## src/rtl/cache_mrp_assoc.sv

```systemverilog
// Set-associative must-read-protected cache: a written entry cannot be replaced until
// a read has consumed it. Responses are registered one cycle after the sampled op.
module cache_mrp_assoc #(
   parameter  int IDX_BITS   = 2,
   parameter  int WAYS       = 2,
   parameter  int DATA_WIDTH = 16,
   parameter  int ADDR_WIDTH = 8,
   localparam int NUM_SETS   = 2 ** IDX_BITS,
   localparam int TAG_W      = ADDR_WIDTH - IDX_BITS,
   localparam int WAY_W      = (WAYS > 1) ? $clog2(WAYS) : 1,
   localparam int PEND_W     = $clog2(NUM_SETS * WAYS + 1)
) (
   input  logic                  clk,
   input  logic                  reset_n,
   input  logic [ADDR_WIDTH-1:0] addr_i,
   input  logic [DATA_WIDTH-1:0] wdata_i,
   input  logic                  ce_i,
   input  logic                  we_i,
   input  logic                  flush_i,
   output logic                  resp_vld_o,
   output logic                  rhit_o,
   output logic [DATA_WIDTH-1:0] rdata_o,
   output logic                  wack_o,
   output logic [WAY_W-1:0]      way_o,
   output logic [PEND_W-1:0]     pending_o
);

   // Per-entry state; valid/consumed need reset and flush, tag/data do not.
   logic                  valid_reg    [NUM_SETS][WAYS];
   logic                  consumed_reg [NUM_SETS][WAYS];
   logic [TAG_W-1:0]      tag_reg      [NUM_SETS][WAYS];
   logic [DATA_WIDTH-1:0] data_reg     [NUM_SETS][WAYS];

   logic                  armed_reg;
   logic                  resp_vld_reg;
   logic                  rhit_reg;
   logic [DATA_WIDTH-1:0] rdata_reg;
   logic                  wack_reg;
   logic [WAY_W-1:0]      way_reg;
   logic [PEND_W-1:0]     pending_reg;

   logic [IDX_BITS-1:0]   idx;
   logic [TAG_W-1:0]      tag;
   logic [WAYS-1:0]       match;
   logic [WAYS-1:0]       free;
   logic [WAYS-1:0]       spent;

   assign idx = addr_i[IDX_BITS-1:0];
   assign tag = addr_i[ADDR_WIDTH-1:IDX_BITS];

   generate
      for (genvar gi = 0; gi < WAYS; gi++) begin : g_way
         assign match[gi] = valid_reg[idx][gi] && (tag_reg[idx][gi] == tag);
         assign free[gi]  = !valid_reg[idx][gi];
         assign spent[gi] = valid_reg[idx][gi] && consumed_reg[idx][gi];
      end
   endgenerate

   logic             hit;
   logic [WAY_W-1:0] hit_way;
   logic             free_any;
   logic [WAY_W-1:0] free_way;
   logic             spent_any;
   logic [WAY_W-1:0] spent_way;

   // Downward scans so the lowest-index candidate is the one that sticks.
   always_comb begin
      hit       = 1'b0;
      hit_way   = '0;
      free_any  = 1'b0;
      free_way  = '0;
      spent_any = 1'b0;
      spent_way = '0;
      for (int w = WAYS - 1; w >= 0; w--) begin
         if (match[w]) begin
            hit     = 1'b1;
            hit_way = WAY_W'(w);
         end
         if (free[w]) begin
            free_any = 1'b1;
            free_way = WAY_W'(w);
         end
         if (spent[w]) begin
            spent_any = 1'b1;
            spent_way = WAY_W'(w);
         end
      end
   end

   logic             op_go;
   logic             wr_accept;
   logic [WAY_W-1:0] victim;
   logic             hit_unconsumed;

   assign op_go          = armed_reg && ce_i && !flush_i;
   assign hit_unconsumed = hit && !consumed_reg[idx][hit_way];

   // A matching tag always decides the write, so a set never holds duplicate tags.
   always_comb begin
      wr_accept = 1'b0;
      victim    = '0;
      if (hit) begin
         wr_accept = !hit_unconsumed;
         victim    = hit_unconsumed ? '0 : hit_way;
      end else if (free_any) begin
         wr_accept = 1'b1;
         victim    = free_way;
      end else if (spent_any) begin
         wr_accept = 1'b1;
         victim    = spent_way;
      end
   end

   logic do_write;
   logic do_read;

   assign do_write = op_go && we_i && wr_accept;
   assign do_read  = op_go && !we_i;

   always_ff @(posedge clk or negedge reset_n) begin
      if (!reset_n) begin
         for (int s = 0; s < NUM_SETS; s++) begin
            for (int w = 0; w < WAYS; w++) begin
               valid_reg[s][w]    <= 1'b0;
               consumed_reg[s][w] <= 1'b1;
            end
         end
         armed_reg    <= 1'b0;
         resp_vld_reg <= 1'b0;
         rhit_reg     <= 1'b0;
         rdata_reg    <= '0;
         wack_reg     <= 1'b0;
         way_reg      <= '0;
         pending_reg  <= '0;
      end else begin
         armed_reg    <= 1'b1;
         resp_vld_reg <= op_go;
         rhit_reg     <= 1'b0;
         rdata_reg    <= '0;
         wack_reg     <= 1'b0;
         way_reg      <= '0;
         if (flush_i) begin
            for (int s = 0; s < NUM_SETS; s++) begin
               for (int w = 0; w < WAYS; w++) begin
                  valid_reg[s][w]    <= 1'b0;
                  consumed_reg[s][w] <= 1'b1;
               end
            end
            pending_reg <= '0;
         end else if (do_write) begin
            valid_reg[idx][victim]    <= 1'b1;
            consumed_reg[idx][victim] <= 1'b0;
            wack_reg                  <= 1'b1;
            way_reg                   <= victim;
            // Victims are always free or consumed, so the count cannot exceed capacity.
            pending_reg               <= pending_reg + PEND_W'(1);
         end else if (do_read && hit) begin
            consumed_reg[idx][hit_way] <= 1'b1;
            rhit_reg                   <= 1'b1;
            rdata_reg                  <= data_reg[idx][hit_way];
            way_reg                    <= hit_way;
            if (hit_unconsumed) begin
               pending_reg <= pending_reg - PEND_W'(1);
            end
         end
      end
   end

   always_ff @(posedge clk) begin
      if (do_write) begin
         tag_reg[idx][victim]  <= tag;
         data_reg[idx][victim] <= wdata_i;
      end
   end

   assign resp_vld_o = resp_vld_reg;
   assign rhit_o     = rhit_reg;
   assign rdata_o    = rdata_reg;
   assign wack_o     = wack_reg;
   assign way_o      = way_reg;
   assign pending_o  = pending_reg;

endmodule
```

## config.mk

```make
export PLATFORM = sky130hd
export DESIGN_NAME = cache_mrp_assoc
export DESIGN_NICKNAME = d
export VERILOG_FILES = /design/src/rtl/cache_mrp_assoc.sv
export SDC_FILE = /design/constraint.sdc
export NUM_CORES = 1
export LEC_CHECK = 0
export ABC_AREA = 1
export BUFFER_PORTS_ARGS = -buffer_cell sky130_fd_sc_hd__buf_2
export CAP_MARGIN = 20
export CORE_MARGIN = 10
export CORE_UTILIZATION = 45
export CTS_BUF_LIST = sky130_fd_sc_hd__clkbuf_2 sky130_fd_sc_hd__clkbuf_4 sky130_fd_sc_hd__clkbuf_8
export DETAILED_ROUTE_END_ITERATION = 8
export GPL_ROUTABILITY_DRIVEN = 0
export PLACE_DENSITY = 0.73
export SYNTH_ARGS = -nofsm -noshare
export SYNTH_HDL_FRONTEND = slang
export SYNTH_SLANG_ARGS = --single-unit
```

## constraint.sdc

```tcl
create_clock -name clk -period 3.7 [get_ports clk]
set_input_delay 0.185 -clock clk [delete_from_list [all_inputs] [get_ports clk]]
set_output_delay 0.185 -clock clk [all_outputs]
set_load 0.1 [all_outputs]
```

# [Word level (Yosys, flattened, before mapping)]
# Memories as Yosys holds them, arrays and structs flattened.
# Index checks and enable logic that the tools add are counted.
[classes] addsub=2 multipliers=0 div=0 n_lt_le_gt_ge=6 n_eq_ne=2 shift=0 n_mux=62 bitwise_logic=7 reduce_logical=22
[op_table] op="16-bit two-way mux" n=7
[op_table] op="8-bit two-way mux" n=5
[op_table] op="32-bit two-way mux" n=1
[op_table] op="1-bit two-way mux" n=29
[op_table] op="16-bit demux with 1-bit select" n=1
[op_table] op="4-bit two-way mux" n=4
[op_table] op="8-bit OR" n=2
[op_table] op="1-bit logical AND" n=14
[op_table] op="6-bit == test" n=2
[op_table] op="12-bit two-way mux" n=1
[op_table] op="2-bit two-way mux" n=6
[op_table] op="8-bit AND" n=1
[op_table] op="2-bit binary-select mux with 2-bit select" n=2
[op_table] op="2-bit demux with 2-bit select" n=2
[op_table] op="8-bit NOT" n=1
[op_table] op="6-bit demux with 1-bit select" n=1
[op_table] op="6-bit two-way mux" n=1
[op_table] op="3-bit nonzero test" n=2
[op_table] op="4-bit by 1-bit adder with 4-bit output, second input constant" n=1
[op_table] op="2-bit greater-or-equal comparator, second input constant" n=2
[op_table] op="1-bit logical NOT" n=4
[op_table] op="2-bit by 1-bit < comparator with 1-bit output, second input constant" n=2
[op_table] op="1-bit NOT with 2-bit output" n=2
[op_table] op="4-bit by 1-bit subtractor with 4-bit output, second input constant" n=1
[op_table] op="other kinds (6)" n=7
[totals] reg_bits=41 latchBits=0 mem_bits_rw=176 mem_bits_ro=0 in_bits=29 out_inout_bits=24 word_cells=126 memories=2
[memory_table] name="data_reg" depth=4 width=32 read_ports=1 rd_ports_with_merged_regs=0 write_ports=1 line_no="32" text="logic [DATA_WIDTH-1:0] data_reg [NUM_SETS][WAYS];"
[memory_table] name="tag_reg" depth=4 width=12 read_ports=1 rd_ports_with_merged_regs=0 write_ports=1 line_no="31" text="logic [TAG_W-1:0] tag_reg [NUM_SETS][WAYS];"

# [Logic depth before layout (Yosys ltp)]
[logic_depth] ltp_word=26 mapped_depth=24 depth_no_buf=23

# [Least setup slack after synthesis]
# OpenSTA, ideal clock, no wires.
[synth_path] path_type="input -> register" from="input port addr_i[1]" to="memory data_reg[0][0] (netlist bit) (enable)" t_arrival_ps=2691 required_ps=3298 path_slack_ps=607 cell_stages=19 cell_sequence="buf_2 > inv_4 > nand2_4 > inv_1 > nand2_1 > nand3_1 > nand2_1 > clkinv_1 > nand2_1 > nor2_1 > nand2_1 > nand2_2 > nand2_1 > nand3_2 > nand2_1 > buf_4 > inv_2 > nand2_2 > nor2_1"
[synth_between] elab_chain_len=21
[synth_lines] item="start: declaration" line_no="15" text="input logic [ADDR_WIDTH-1:0] addr_i,"
[synth_lines] item="branches (longest 21 deep; another with memory 4 x 12 bit)"
[synth_lines] item="end: declaration" line_no="32"
# Parallel ways; which one is timed is not known. The select of a mux whose other input is x is not followed.

# [Final worst setup path]
[layout_path] from="memory tag_reg[2][5] (netlist bit)" to="memory data_reg[3][4] (netlist bit) (enable)"
[layout_between] elab_chain_len=19
[layout_lines] item="start: declaration" line_no="31"
[layout_lines] item="memory 4 x 12 bit *"
[layout_lines] item="6-bit == test *" line_no="53" text="assign match[gi] = valid_reg[idx][gi] && (tag_reg[idx][gi] == tag);"
[layout_lines] item="1-bit logical AND *" line_no="53"
[layout_lines] item="1-bit two-way mux *" line_no="75" text="if (match[w]) begin"
[layout_lines] item="1-bit two-way mux" line_no="75"
[layout_lines] item="1-bit NOT with 2-bit output (implied by the code)" line_no="96" text="assign hit_unconsumed = hit && !consumed_reg[idx][hit_way];"
[layout_lines] item="1-bit two-way mux (implied by the code) (3 in series)" line_no="96"
[layout_lines] item="1-bit logical NOT" line_no="96"
[layout_lines] item="1-bit logical AND" line_no="96"
[layout_lines] item="1-bit two-way mux" line_no="104" text="victim = hit_unconsumed ? '0 : hit_way;"
[layout_lines] item="1-bit two-way mux" line_no="102" text="if (hit) begin"
[layout_lines] item="1-bit NOT with 2-bit output (implied by the code)" line_no="172" text="data_reg[idx][victim] <= wdata_i;"
[layout_lines] item="2-bit greater-or-equal comparator (implied by the code) / 2-bit by 1-bit < comparator with 1-bit output (equally long branches)" line_no="172"
[layout_lines] item="1-bit logical AND (implied by the code)" line_no="172"
[layout_lines] item="16-bit two-way mux (implied by the code)" line_no="172"
[layout_lines] item="16-bit demux with 1-bit select" line_no="172"
[layout_lines] item="32-bit two-way mux (implied by the code) *" line_no="172"
# Every way passes the cells marked *; elsewhere a longest branch is shown, timed or not. The select of a mux whose other input is x is not followed.

==> flow_metrics.env <==
export IMPL_cp_data_required_time_ps=3930
export IMPL_synth_top_cell_by_area="edfxtp_1"
export IMPL_p_seq_frac=0.512
export IMPL_h_tree_depth=2
export IMPL_fin_ws_ps=1060
export IMPL_pwr_share_clk=0.414
export IMPL_hold_viol=0
export IMPL_ys_warn_count=0
export IMPL_grt_first_pass_wirelength_mm=31.5
export IMPL_num_rows=50
export IMPL_boundaryPins=53
export IMPL_switching_share=0.237
export IMPL_antenna_found_initial=0
export IMPL_peakVddDrop_v=0.000391
export IMPL_p_int_mw=4.00
export IMPL_portBuffers=52
export IMPL_start_util=0.459
export IMPL_first_iter_violations=420
export IMPL_layout_commonest_cell="nand2_1"
export IMPL_synth_area_leaders="edfxtp_1 61%, dfrtp_1 9.6%, nand2_1 8.2%"
export IMPL_cts_root_buf="clkbuf_8"
export IMPL_die_w_um=158
export IMPL_power_leakage_nw=4.13
export IMPL_syn_num_nets=729
export IMPL_synth_async_sr_flop_share=0.189
export IMPL_synth_enable_flop_cells=176
export IMPL_synth_main_ff_cell="edfxtp_1"
export IMPL_yosys_area_top_type_share=0.614
export IMPL_max_cap_viol_count=0
export IMPL_worst_slew_pin_transition_ps=593
export IMPL_grt_usage=0.161
export IMPL_drv_slew=0
export IMPL_switchingPower_mw=1.24
export IMPL_ys_types=35
export IMPL_die_y_um=158
export IMPL_fin_skew_ps=16.7
export IMPL_rsz0062_at_grt="no"
export IMPL_hpwl_mm=11.8
export IMPL_cts_tree="done"
export IMPL_cts_sinks=217
export IMPL_core_sq_mm=0.0188
export IMPL_status="finished clean"
export IMPL_largest_reg_flops=128
export IMPL_setup_viol=0
export IMPL_cts_buffer_depth=3
export IMPL_clkTransAtPathRegs_ps=70
export IMPL_synth_seq_cells=217
export IMPL_pwr_share_comb=0.074
export IMPL_end_kind="register"
export IMPL_syn_to_final_growth_pct=19.4
export IMPL_period_share=0.713
export IMPL_fin_crit_ps=2640
export IMPL_seq_area_frac_synth=0.734
export IMPL_fmax_mhz=379
export IMPL_via_count=5738
export IMPL_maxSlewHeadroom=0.605
export IMPL_clk_latency_ps=540
export IMPL_setup_tns_ps=0
export IMPL_grt_ovfl_total=0
export IMPL_cts_buffers=37
export IMPL_grt_pass1_vias=5956
export IMPL_finalPower_mw=5.24
export IMPL_syn_inst=698
export IMPL_firstDrtPassIters=5
export IMPL_pre_cts_slack_ps=680
export IMPL_routedWlPerCell_um=18.6
export IMPL_ant_nets=0
export IMPL_start_kind="register"
export IMPL_worstSetupPathType="register to register"
export IMPL_grt_max_degree=42
export IMPL_antennaDiodeCount=0
export IMPL_avgSynthCellArea_sq_um=12.3
export IMPL_crit_arrival_ps=2870
export IMPL_final_cell_mix="188 x nand2_1, 176 x edfxtp_1, 62 x o22ai_1"
export IMPL_drive_gt1_frac=0.208
export IMPL_hold_class="input port to register"
export IMPL_powerDensity_mw_per_mm2=509
export IMPL_critPathMaxFanout=20
export IMPL_die_area_sq_mm=0.0251
export IMPL_post_cts_buffers=0
export IMPL_avgViaCountPerCell=5.33
export IMPL_wl_mm=20.0
export IMPL_drcViolationCount=0
export IMPL_fin_nets=845
export IMPL_syn_area_sq_mm=0.00861
[synthesized netlist by cell type, types with 5 or more instances]
master,n
nand2_1,188
edfxtp_1,176
o22ai_1,62
nor2_1,41
dfrtp_1,33
inv_1,29
nand3_1,29
o21a_1,29
clkbuf_1,17
o21ai_0,16
nor3_1,14
dfstp_2,8
a21oi_1,6
buf_2,6
inv_2,6
clkinv_1,5
[what timing repair did]
action | in CTS | in global routing
hold endpoints to repair | 207 | 0
hold buffers | 24 | 0
gates resized for setup | 0 | 0
[power by group through the flow]
stage | Clock (mW) | Sequential (mW) | Combinational, mW
after global placement | 0 | 2.73 | 0.360
after global routing | 2.31 | 2.68 | 0.426
after CTS | 2.20 | 2.68 | 0.388
after floorplan | 0 | 2.81 | 0.173
after detailed placement | 0 | 2.73 | 0.366
final | 2.17 | 2.68 | 0.387
[metrics by stage]
step	cell area [sq um]	std cells	util	hold slack (ps)
finish	10300	1077	0.548	8.79
global placement	9280	985	0.495	299
global route	10300	1077	0.548	15.6
detailed placement	9280	985	0.495	310
CTS	10300	1077	0.548	3.42
floorplan	8610	698	-	-111
[cells by family after synthesis]
family | after synthesis | share of synthesized area
fa+ha+maj | 2 | 0.00290
other cells | 1 | 0.000435
simple gates | 284 | 0.136
compound gates | 125 | 0.0928
flops | 217 | 0.734
xor+xnor | 1 | 0.00102
buf+inv | 68 | 0.0325
[routing by layer]
layer	vias up	share of wire	GRT usage
li1	2727	-	-
met1	2766	0.42	0.202
met2	204	0.49	0.264
met3	41	0.071	0.0367
met4	0	0.022	0.0640
met5	-	0	0
[worst paths after layout]
kind,from,end,slack (ps),cells after the start
min in group asynchronous,reset_n,resp_vld_o,270,3
hold / removal,ce_i,resp_vld_o,9,3
setup / recovery,tag_reg[2][5],data_reg[3][4],1060,16
max in group asynchronous,reset_n,rdata_o[3],3020,3
setup reg to reg,tag_reg[2][5],data_reg[3][4],1060,16
hold reg to reg,consumed_reg[4],consumed_reg[4],500,2
[critical path: stages, from the launching register on]
cell,delay [ps]
edfxtp_1,370
nand2_1,70
nand2_1,50
nand2_1,80
nand2_1,60
nand2_1,80
nand2_1,50
nor2_1,90
nand2_1,70
nor2_1,160
nand3_1,150
nand3_2,120
nand2_1,200
inv_2,130
nand2_2,120
nor2_2,270
buf_12,240
[area by class of cell]
class / instances / area (sq um)
clock buffers: 57 / 703
clock inverters: 11 / 57.6
fillers: 1560 / 8480
inverters: 41 / 156
multi-input cells: 413 / 2030
flip-flops and latches: 217 / 6320
well taps: 234 / 293
repair buffers: 104 / 723
Note: power is estimated with default switching activity, not from simulation.
